### config.mk
export PLATFORM = sky130hd
export DESIGN_NAME = bitmap_access_sequencer_flat
export DESIGN_NICKNAME = d
export VERILOG_FILES = /design/src/rtl/bitmap_access_sequencer_if.sv /design/src/rtl/bitmap_access_sequencer.sv /design/src/flat_wrapper.sv
export SDC_FILE = /design/constraint.sdc
export NUM_CORES = 1
export LEC_CHECK = 0
export ABC_AREA = 0
export ABC_CLOCK_PERIOD_IN_PS = 1900
export BUFFER_PORTS_ARGS = -buffer_cell sky130_fd_sc_hd__buf_2
export CORE_UTILIZATION = 39
export DETAILED_ROUTE_END_ITERATION = 7
export HOLD_SLACK_MARGIN = 0.15
export PLACE_DENSITY = 0.76
export REMOVE_ABC_BUFFERS = 1
export SLEW_MARGIN = 20
export SYNTH_ARGS = -nofsm -noshare
export SYNTH_HDL_FRONTEND = slang
export SYNTH_SLANG_ARGS = --single-unit
### constraint.sdc
create_clock -name clk -period 1.9 [get_ports clk]
set_input_delay 0 -clock clk [delete_from_list [all_inputs] [get_ports clk]]
set_output_delay 0 -clock clk [all_outputs]
set_load 0.1 [all_outputs]
### src/rtl/bitmap_access_sequencer_if.sv
`default_nettype none
// ============================================================================
// Module : bitmap_access_sequencer_if
// Brief  : Groups the CPU, video, auto-increment and RAM signals of the bitmap
//          access sequencer. master = sequencer view, slave = environment view.
// Rev    : 1.0 - initial release
// ============================================================================
interface bitmap_access_sequencer_if;
    logic        ce2Hd;
    logic        cpu_req;
    logic        cpu_wr;
    logic [3:0]  cpu_wd;
    logic        ax_en;
    logic        ay_en;
    logic [14:0] drba;
    logic        pixa;
    logic        vid_req;
    logic [14:0] vid_addr;
    logic [7:0]  ram_din;
    logic [14:0] ram_addr;
    logic [7:0]  ram_dout;
    logic        ram_we;
    logic [1:0]  ram_wmask;
    logic        BITMDn;
    logic        AXn;
    logic        AYn;
    logic [3:0]  cpu_rd;
    logic        cpu_done;
    logic [7:0]  vid_data;
    logic        vid_ack;
    logic        busy;

    modport master (
        input  ce2Hd, cpu_req, cpu_wr, cpu_wd, ax_en, ay_en, drba, pixa,
               vid_req, vid_addr, ram_din,
        output ram_addr, ram_dout, ram_we, ram_wmask, BITMDn, AXn, AYn,
               cpu_rd, cpu_done, vid_data, vid_ack, busy
    );

    modport slave (
        output ce2Hd, cpu_req, cpu_wr, cpu_wd, ax_en, ay_en, drba, pixa,
               vid_req, vid_addr, ram_din,
        input  ram_addr, ram_dout, ram_we, ram_wmask, BITMDn, AXn, AYn,
               cpu_rd, cpu_done, vid_data, vid_ack, busy
    );
endinterface
`default_nettype wire

### src/rtl/bitmap_access_sequencer.sv
`default_nettype none
// ============================================================================
// Module : bitmap_access_sequencer
// Brief  : Arbitrates the bitmap RAM between video fetch and CPU pixel access.
//          Define BITMAP_RMW_EN for read-modify-write pixel writes; otherwise
//          writes use nibble lane masks and skip the read tick.
// Rev    : 1.0 - initial release
// ============================================================================
module bitmap_access_sequencer #(
    parameter int STARVE_MAX = 4
) (
    input  logic                         clk,
    input  logic                         reset,
    bitmap_access_sequencer_if.master    bus
);
    localparam logic [3:0] c_starve_max = 4'(STARVE_MAX);

    typedef enum logic [2:0] {
        S_IDLE   = 3'd0,
        S_VID    = 3'd1,
        S_CPU_RD = 3'd2,
        S_CPU_WR = 3'd3,
        S_INC    = 3'd4
    } state_t;

    state_t      r_state;
    logic [3:0]  r_starve;
    logic [7:0]  r_ram_dout;
    logic        r_ram_we;
    logic [1:0]  r_ram_wmask;
    logic        r_bitmdn;
    logic        r_axn;
    logic        r_ayn;
    logic [3:0]  r_cpu_rd;
    logic        r_cpu_done;
    logic [7:0]  r_vid_data;
    logic        r_vid_ack;
    logic [14:0] w_ram_addr;
    logic [3:0]  w_rd_nib;

    assign w_rd_nib = bus.pixa ? bus.ram_din[7:4] : bus.ram_din[3:0];

    always_comb begin
        w_ram_addr = 15'd0;
        case (r_state)
            S_VID:              w_ram_addr = bus.vid_addr;
            S_CPU_RD, S_CPU_WR: w_ram_addr = bus.drba;
            default:            w_ram_addr = 15'd0;
        endcase
    end

    always_ff @(posedge clk or posedge reset) begin
        if (reset) begin
            r_state     <= S_IDLE;
            r_starve    <= 4'd0;
            r_ram_dout  <= 8'd0;
            r_ram_we    <= 1'b0;
            r_ram_wmask <= 2'b00;
            r_bitmdn    <= 1'b1;
            r_axn       <= 1'b1;
            r_ayn       <= 1'b1;
            r_cpu_rd    <= 4'd0;
            r_cpu_done  <= 1'b0;
            r_vid_data  <= 8'd0;
            r_vid_ack   <= 1'b0;
        end else begin
            // completion strobes are one clk wide regardless of ce2Hd
            r_cpu_done <= 1'b0;
            r_vid_ack  <= 1'b0;
            if (bus.ce2Hd) begin
                case (r_state)
                    S_IDLE: begin
                        if (bus.vid_req && (!bus.cpu_req || (r_starve < c_starve_max))) begin
                            r_state <= S_VID;
                        end else if (bus.cpu_req) begin
                            r_bitmdn <= 1'b0;
`ifdef BITMAP_RMW_EN
                            r_state  <= S_CPU_RD;
`else
                            if (bus.cpu_wr) begin
                                r_state     <= S_CPU_WR;
                                r_ram_we    <= 1'b1;
                                r_ram_wmask <= bus.pixa ? 2'b10 : 2'b01;
                                r_ram_dout  <= {bus.cpu_wd, bus.cpu_wd};
                            end else begin
                                r_state <= S_CPU_RD;
                            end
`endif
                        end
                    end
                    S_VID: begin
                        r_vid_data <= bus.ram_din;
                        r_vid_ack  <= 1'b1;
                        if (bus.cpu_req && (r_starve != 4'hF)) begin
                            r_starve <= r_starve + 4'd1;
                        end
                        r_state <= S_IDLE;
                    end
                    S_CPU_RD: begin
                        r_cpu_rd <= w_rd_nib;
`ifdef BITMAP_RMW_EN
                        if (bus.cpu_wr) begin
                            // the merged byte doubles as the read buffer
                            r_state     <= S_CPU_WR;
                            r_ram_we    <= 1'b1;
                            r_ram_wmask <= 2'b11;
                            r_ram_dout  <= bus.pixa ? {bus.cpu_wd, bus.ram_din[3:0]}
                                                    : {bus.ram_din[7:4], bus.cpu_wd};
                        end else begin
                            r_state <= S_INC;
                            r_axn   <= ~bus.ax_en;
                            r_ayn   <= ~bus.ay_en;
                        end
`else
                        r_state <= S_INC;
                        r_axn   <= ~bus.ax_en;
                        r_ayn   <= ~bus.ay_en;
`endif
                    end
                    S_CPU_WR: begin
                        r_ram_we    <= 1'b0;
                        r_ram_wmask <= 2'b00;
                        r_axn       <= ~bus.ax_en;
                        r_ayn       <= ~bus.ay_en;
                        r_state     <= S_INC;
                    end
                    S_INC: begin
                        r_bitmdn   <= 1'b1;
                        r_axn      <= 1'b1;
                        r_ayn      <= 1'b1;
                        r_cpu_done <= 1'b1;
                        r_starve   <= 4'd0;
                        r_state    <= S_IDLE;
                    end
                    default: r_state <= S_IDLE;
                endcase
            end
        end
    end

    assign bus.ram_addr  = w_ram_addr;
    assign bus.ram_dout  = r_ram_dout;
    assign bus.ram_we    = r_ram_we;
    assign bus.ram_wmask = r_ram_wmask;
    assign bus.BITMDn    = r_bitmdn;
    assign bus.AXn       = r_axn;
    assign bus.AYn       = r_ayn;
    assign bus.cpu_rd    = r_cpu_rd;
    assign bus.cpu_done  = r_cpu_done;
    assign bus.vid_data  = r_vid_data;
    assign bus.vid_ack   = r_vid_ack;
    assign bus.busy      = (r_state != S_IDLE);
endmodule
`default_nettype wire

### src/flat_wrapper.sv
// flat-port wrapper written by rule: the top's interface ports become plain ports
module bitmap_access_sequencer_flat 
#(
    parameter int STARVE_MAX = 4
)
  (clk, reset, bus_ce2Hd, bus_cpu_req, bus_cpu_wr, bus_cpu_wd, bus_ax_en, bus_ay_en, bus_drba, bus_pixa, bus_vid_req, bus_vid_addr, bus_ram_din, bus_ram_addr, bus_ram_dout, bus_ram_we, bus_ram_wmask, bus_BITMDn, bus_AXn, bus_AYn, bus_cpu_rd, bus_cpu_done, bus_vid_data, bus_vid_ack, bus_busy);
  bitmap_access_sequencer_if bus_i ();
  input  logic clk;
  input  logic reset;
  input wire logic [$bits(bus_i.ce2Hd)-1:0] bus_ce2Hd;
  input wire logic [$bits(bus_i.cpu_req)-1:0] bus_cpu_req;
  input wire logic [$bits(bus_i.cpu_wr)-1:0] bus_cpu_wr;
  input wire logic [$bits(bus_i.cpu_wd)-1:0] bus_cpu_wd;
  input wire logic [$bits(bus_i.ax_en)-1:0] bus_ax_en;
  input wire logic [$bits(bus_i.ay_en)-1:0] bus_ay_en;
  input wire logic [$bits(bus_i.drba)-1:0] bus_drba;
  input wire logic [$bits(bus_i.pixa)-1:0] bus_pixa;
  input wire logic [$bits(bus_i.vid_req)-1:0] bus_vid_req;
  input wire logic [$bits(bus_i.vid_addr)-1:0] bus_vid_addr;
  input wire logic [$bits(bus_i.ram_din)-1:0] bus_ram_din;
  output wire logic [$bits(bus_i.ram_addr)-1:0] bus_ram_addr;
  output wire logic [$bits(bus_i.ram_dout)-1:0] bus_ram_dout;
  output wire logic [$bits(bus_i.ram_we)-1:0] bus_ram_we;
  output wire logic [$bits(bus_i.ram_wmask)-1:0] bus_ram_wmask;
  output wire logic [$bits(bus_i.BITMDn)-1:0] bus_BITMDn;
  output wire logic [$bits(bus_i.AXn)-1:0] bus_AXn;
  output wire logic [$bits(bus_i.AYn)-1:0] bus_AYn;
  output wire logic [$bits(bus_i.cpu_rd)-1:0] bus_cpu_rd;
  output wire logic [$bits(bus_i.cpu_done)-1:0] bus_cpu_done;
  output wire logic [$bits(bus_i.vid_data)-1:0] bus_vid_data;
  output wire logic [$bits(bus_i.vid_ack)-1:0] bus_vid_ack;
  output wire logic [$bits(bus_i.busy)-1:0] bus_busy;
  assign bus_i.ce2Hd = bus_ce2Hd;
  assign bus_i.cpu_req = bus_cpu_req;
  assign bus_i.cpu_wr = bus_cpu_wr;
  assign bus_i.cpu_wd = bus_cpu_wd;
  assign bus_i.ax_en = bus_ax_en;
  assign bus_i.ay_en = bus_ay_en;
  assign bus_i.drba = bus_drba;
  assign bus_i.pixa = bus_pixa;
  assign bus_i.vid_req = bus_vid_req;
  assign bus_i.vid_addr = bus_vid_addr;
  assign bus_i.ram_din = bus_ram_din;
  assign bus_ram_addr = bus_i.ram_addr;
  assign bus_ram_dout = bus_i.ram_dout;
  assign bus_ram_we = bus_i.ram_we;
  assign bus_ram_wmask = bus_i.ram_wmask;
  assign bus_BITMDn = bus_i.BITMDn;
  assign bus_AXn = bus_i.AXn;
  assign bus_AYn = bus_i.AYn;
  assign bus_cpu_rd = bus_i.cpu_rd;
  assign bus_cpu_done = bus_i.cpu_done;
  assign bus_vid_data = bus_i.vid_data;
  assign bus_vid_ack = bus_i.vid_ack;
  assign bus_busy = bus_i.busy;
  bitmap_access_sequencer #(.STARVE_MAX(STARVE_MAX)) u_core (.clk(clk), .reset(reset), .bus(bus_i));
endmodule
==> impl_summary.md <==
Floorplanning
The die covers 4380 sq um. In this run the core area contains 22 standard-cell rows. The floorplan step defined a core boundary enclosing 3800 sq um.

For this configuration, the core starts out at a cell density of a little over two fifths. The floorplan step set the die height to 66.2 um. The width of the chip is around 66 um. The top-level I/O count is 95.

Synthesis
The cell area that synthesis handed to floorplanning was about 1600 sq um. The synthesized netlist cell count is 143. The number of library cell types mapped by synthesis is 39. Dividing the synthesized area by the synthesized cell count gives 11.2 sq um. The number of flip-flops and latches in the synthesized netlist is 31.

The count of warnings emitted by yosys is 0. The simple-gate area share of the yosys netlist is between 10% and 20%. The fraction of synthesized cell area taken by the top area cell type is roughly 44%.

The adder-cell area share of the yosys netlist is 0.779%. The proportion of synthesized flip-flops having asynchronous set or reset is 100%. Summing the areas of all compound-gate instances in the mapped netlist gives 17.2% of the synthesized area. The xor and xnor area share after synthesis is 0%. Among all flip-flop cells after synthesis, the most frequent one is dfrtp_1. In the post-synthesis netlist, the biggest area contributors are dfrtp_1 (44%), mux2_2 (8.4%), a22o_1 (8.2%), mux2i_1 (5.0%), dfstp_2 (4.9%). In this run, synthesis inferred 0 flip-flops with an integrated enable. The main combinational cell family by area after synthesis is compound AO/OA/AOI/OAI gates. The multiplexer fraction of the synthesized cell area is 13.4%. The dominant cell type by area after synthesis is dfrtp_1.

The sequential cell area fraction in the yosys report is 48.6%.

Layout
The area of all placed cells without fillers is 2680 sq um. The area growth from synthesis to layout is 67.2%. Cells fill 70.7% of the core in the end. Leaving out fill and tap cells, the most frequent cell in the layout is buf_2.

Counting the fill cells in the layout gives around 280. The number of antenna diodes is 0. The top cell types in the final layout, fill and taps aside, are buf_2 (79), dfrtp_1 (28), dlygate4sd3_1 (21). At the end of the flow, the number of nets in the layout was 312. The fraction of layout cells with a size suffix above 1 is between 50% and 60%.

Run
The number of max-cap violations is 0.

STA
Setup violations remaining at the end of the flow were counted as 0. At the pin with the least slew margin, the transition time is 0.496 ns. The final critical-path required period is 1.80 ns. The total count of max-transition violations in the final report is 0. The maximum clock skew at final layout is 0.00556 ns. The number of hold-slack violations in the final timing report came to 0. Setup repair after global routing left no endpoint under its margin.

The upper clock frequency limit is 0.555 GHz. Of the available clock period, the critical path in the final layout requires about 95%. The worst pin sits at a relative slew slack of 67.2%.

Drt
The routed length per instance is 15.0 um. The number of nets with antenna violations after routing is 0. The top metal layer carrying routed signals is met4. Wire segments on met2 add up to between 2000 and 2500 um in the final route.

The detail-routed via count per cell is 5.03. The number of detailed-route iterations in the first pass is 5. For this run, design rule violations remaining after detail routing come to 0. The routed design has about 4600 um of wire. The detailed-routed wire length on met3 is 141 um.

The total routed wire length on the met1 layer is 1930 um. The total via count after detailed routing is 1555. The iteration-0 DRC count of the detailed router is 64.

Outcome
The run finished with clean final reports.

Clocking
Counting the buffers created by CTS gives 5. Clock-pin slew was measured on the worst setup and hold paths at 0.07 ns. The clock network latency to the later pin of the worst-skew pair is 0.29 ns. The clock net in this run drives a total of 31 sinks. Clock tree synthesis selected as its root buffer the cell clkbuf_8.

The longest clock path from root to sink contains 2 buffers. The clock tree from TritonCTS is built. The depth of the CTS H-tree is 2.

GRT
The total global routing track utilization is 23.2%. The first-pass GRT wire length is 7380 um. The pin count of the biggest net entering global routing is 32. The initial antenna violation count is 0.

Global routing finished with a remaining overflow of 0. The number of global-route vias before repair is roughly 1500.

Worst setup path
The startpoint type of the worst setup path is a register. The endpoint type of the worst setup path is a register. In this run the worst path has a maximum fanout of 5. The arrival time of the worst setup path is between 1.5 and 2 ns. The data required time at the worst endpoint is 2.07 ns. The setup path with the least slack is of type reg -> reg.

Min path
The worst min-delay path class is in -> reg.

Placed design
The area after detailed placement is 2340 sq um. Routability-driven placement finished with a final weighted congestion of roughly 0.78. The detailed-placement wirelength estimate is 3270 um. The count of buffers from port buffering is 94.
==> cells by family (layout without fill, tap and decap cells) <==
kind of cell               Yosys count  in the layout
AOI/OAI and AO/OA                   35             35
adders and majority gates            1              1
buffers and inverters               21            139
DFF                                 31             31
muxes                               20             20
and+or+nand+nor                     35             35
==> through the flow <==
stage	instances	hold slack, ns	setup WS, ns	setup TNS, ns
after floorplan	129	0.0898	-0.0475	-0.727
after global placement	279	0.0880	0.158	0
after detailed placement	279	0.0921	0.114	0
after CTS	308	0.198	0.0947	0
after global routing	309	0.270	0.0506	0
final	309	0.209	0.0996	0
==> area by class of cell <==
type | count | area (sq um) | area share [%]
tap | 48 | 60.1 | 2.24
timing repair buffer | 124 | 977 | 36.4
clock inverter | 2 | 35.0 | 1.31
inverter | 7 | 26.3 | 0.979
multi-input combinational | 91 | 723 | 26.9
clock buffer | 6 | 82.6 | 3.08
sequential | 31 | 779 | 29.0
==> worst max-delay path, stage by stage (launching register included) <==
cell and delay (ns):
dfrtp_1 0.38, or4b_4 0.58, a211oi_4 0.34, mux2_2 0.38
==> per-layer routing <==
metal,vias to the layer above,track usage (%)
li1,755,-
met3,10,5.52
met5,-,0
met1,761,30.2
met4,0,10.4
met2,29,36.6
==> state kept, by name (all words and copies together) (netlist names) <==
name,flops
u_core.bus.vid_data,8
u_core.bus.cpu_rd,4
u_core.bus.ram_dout,4
u_core.r_starve,4
u_core.r_state,3
u_core.bus.ram_wmask,2
u_core.bus.AXn,1
u_core.bus.AYn,1
u_core.bus.BITMDn,1
u_core.bus.cpu_done,1
u_core.bus.ram_we,1
u_core.bus.vid_ack,1
==> final timing paths <==
check,start,to,slack [ns],cells past startpoint
max in group asynchronous,reset,u_core.bus.AXn,1.25,4
max reg2reg,u_core.r_state[0],u_core.bus.ram_dout[3],0.1,3
min in group asynchronous,reset,u_core.r_starve[1],0.33,4
max,u_core.r_state[0],u_core.bus.ram_dout[3],0.1,3
min,bus_cpu_wr,u_core.r_state[0],0.21,4
min reg2reg,u_core.bus.ram_we,u_core.bus.ram_we,0.49,1
==> synth_stat cells, types with 2 or more instances <==
master    instances
a21oi_1           4
a22o_1           15
and3_1            2
buf_4             4
clkbuf_1          7
dfrtp_1          28
dfstp_2           3
inv_1             7
mux2_2           12
mux2i_1           8
nand2_1           9
nand3_1           3
nand3b_1          2
nand4_1           3
nor2_1            5
o211ai_1          3
o21ai_0           5
o221ai_1          2
==> repair_timing <==
| action | 4_1_cts | 5_1_grt |
|---|---|---|
| buffers inserted | 0 | 1 |
| resized for setup | 0 | 1 |
| hold buffers | 21 | 0 |
| hold endpoints to repair | 59 | 0 |
| endpoints found under the setup margin | 0 | 2 |
Power is left out: the tool's default activity adds up to more than one toggle a clock period on the data nets, which glitch-free logic cannot reach.
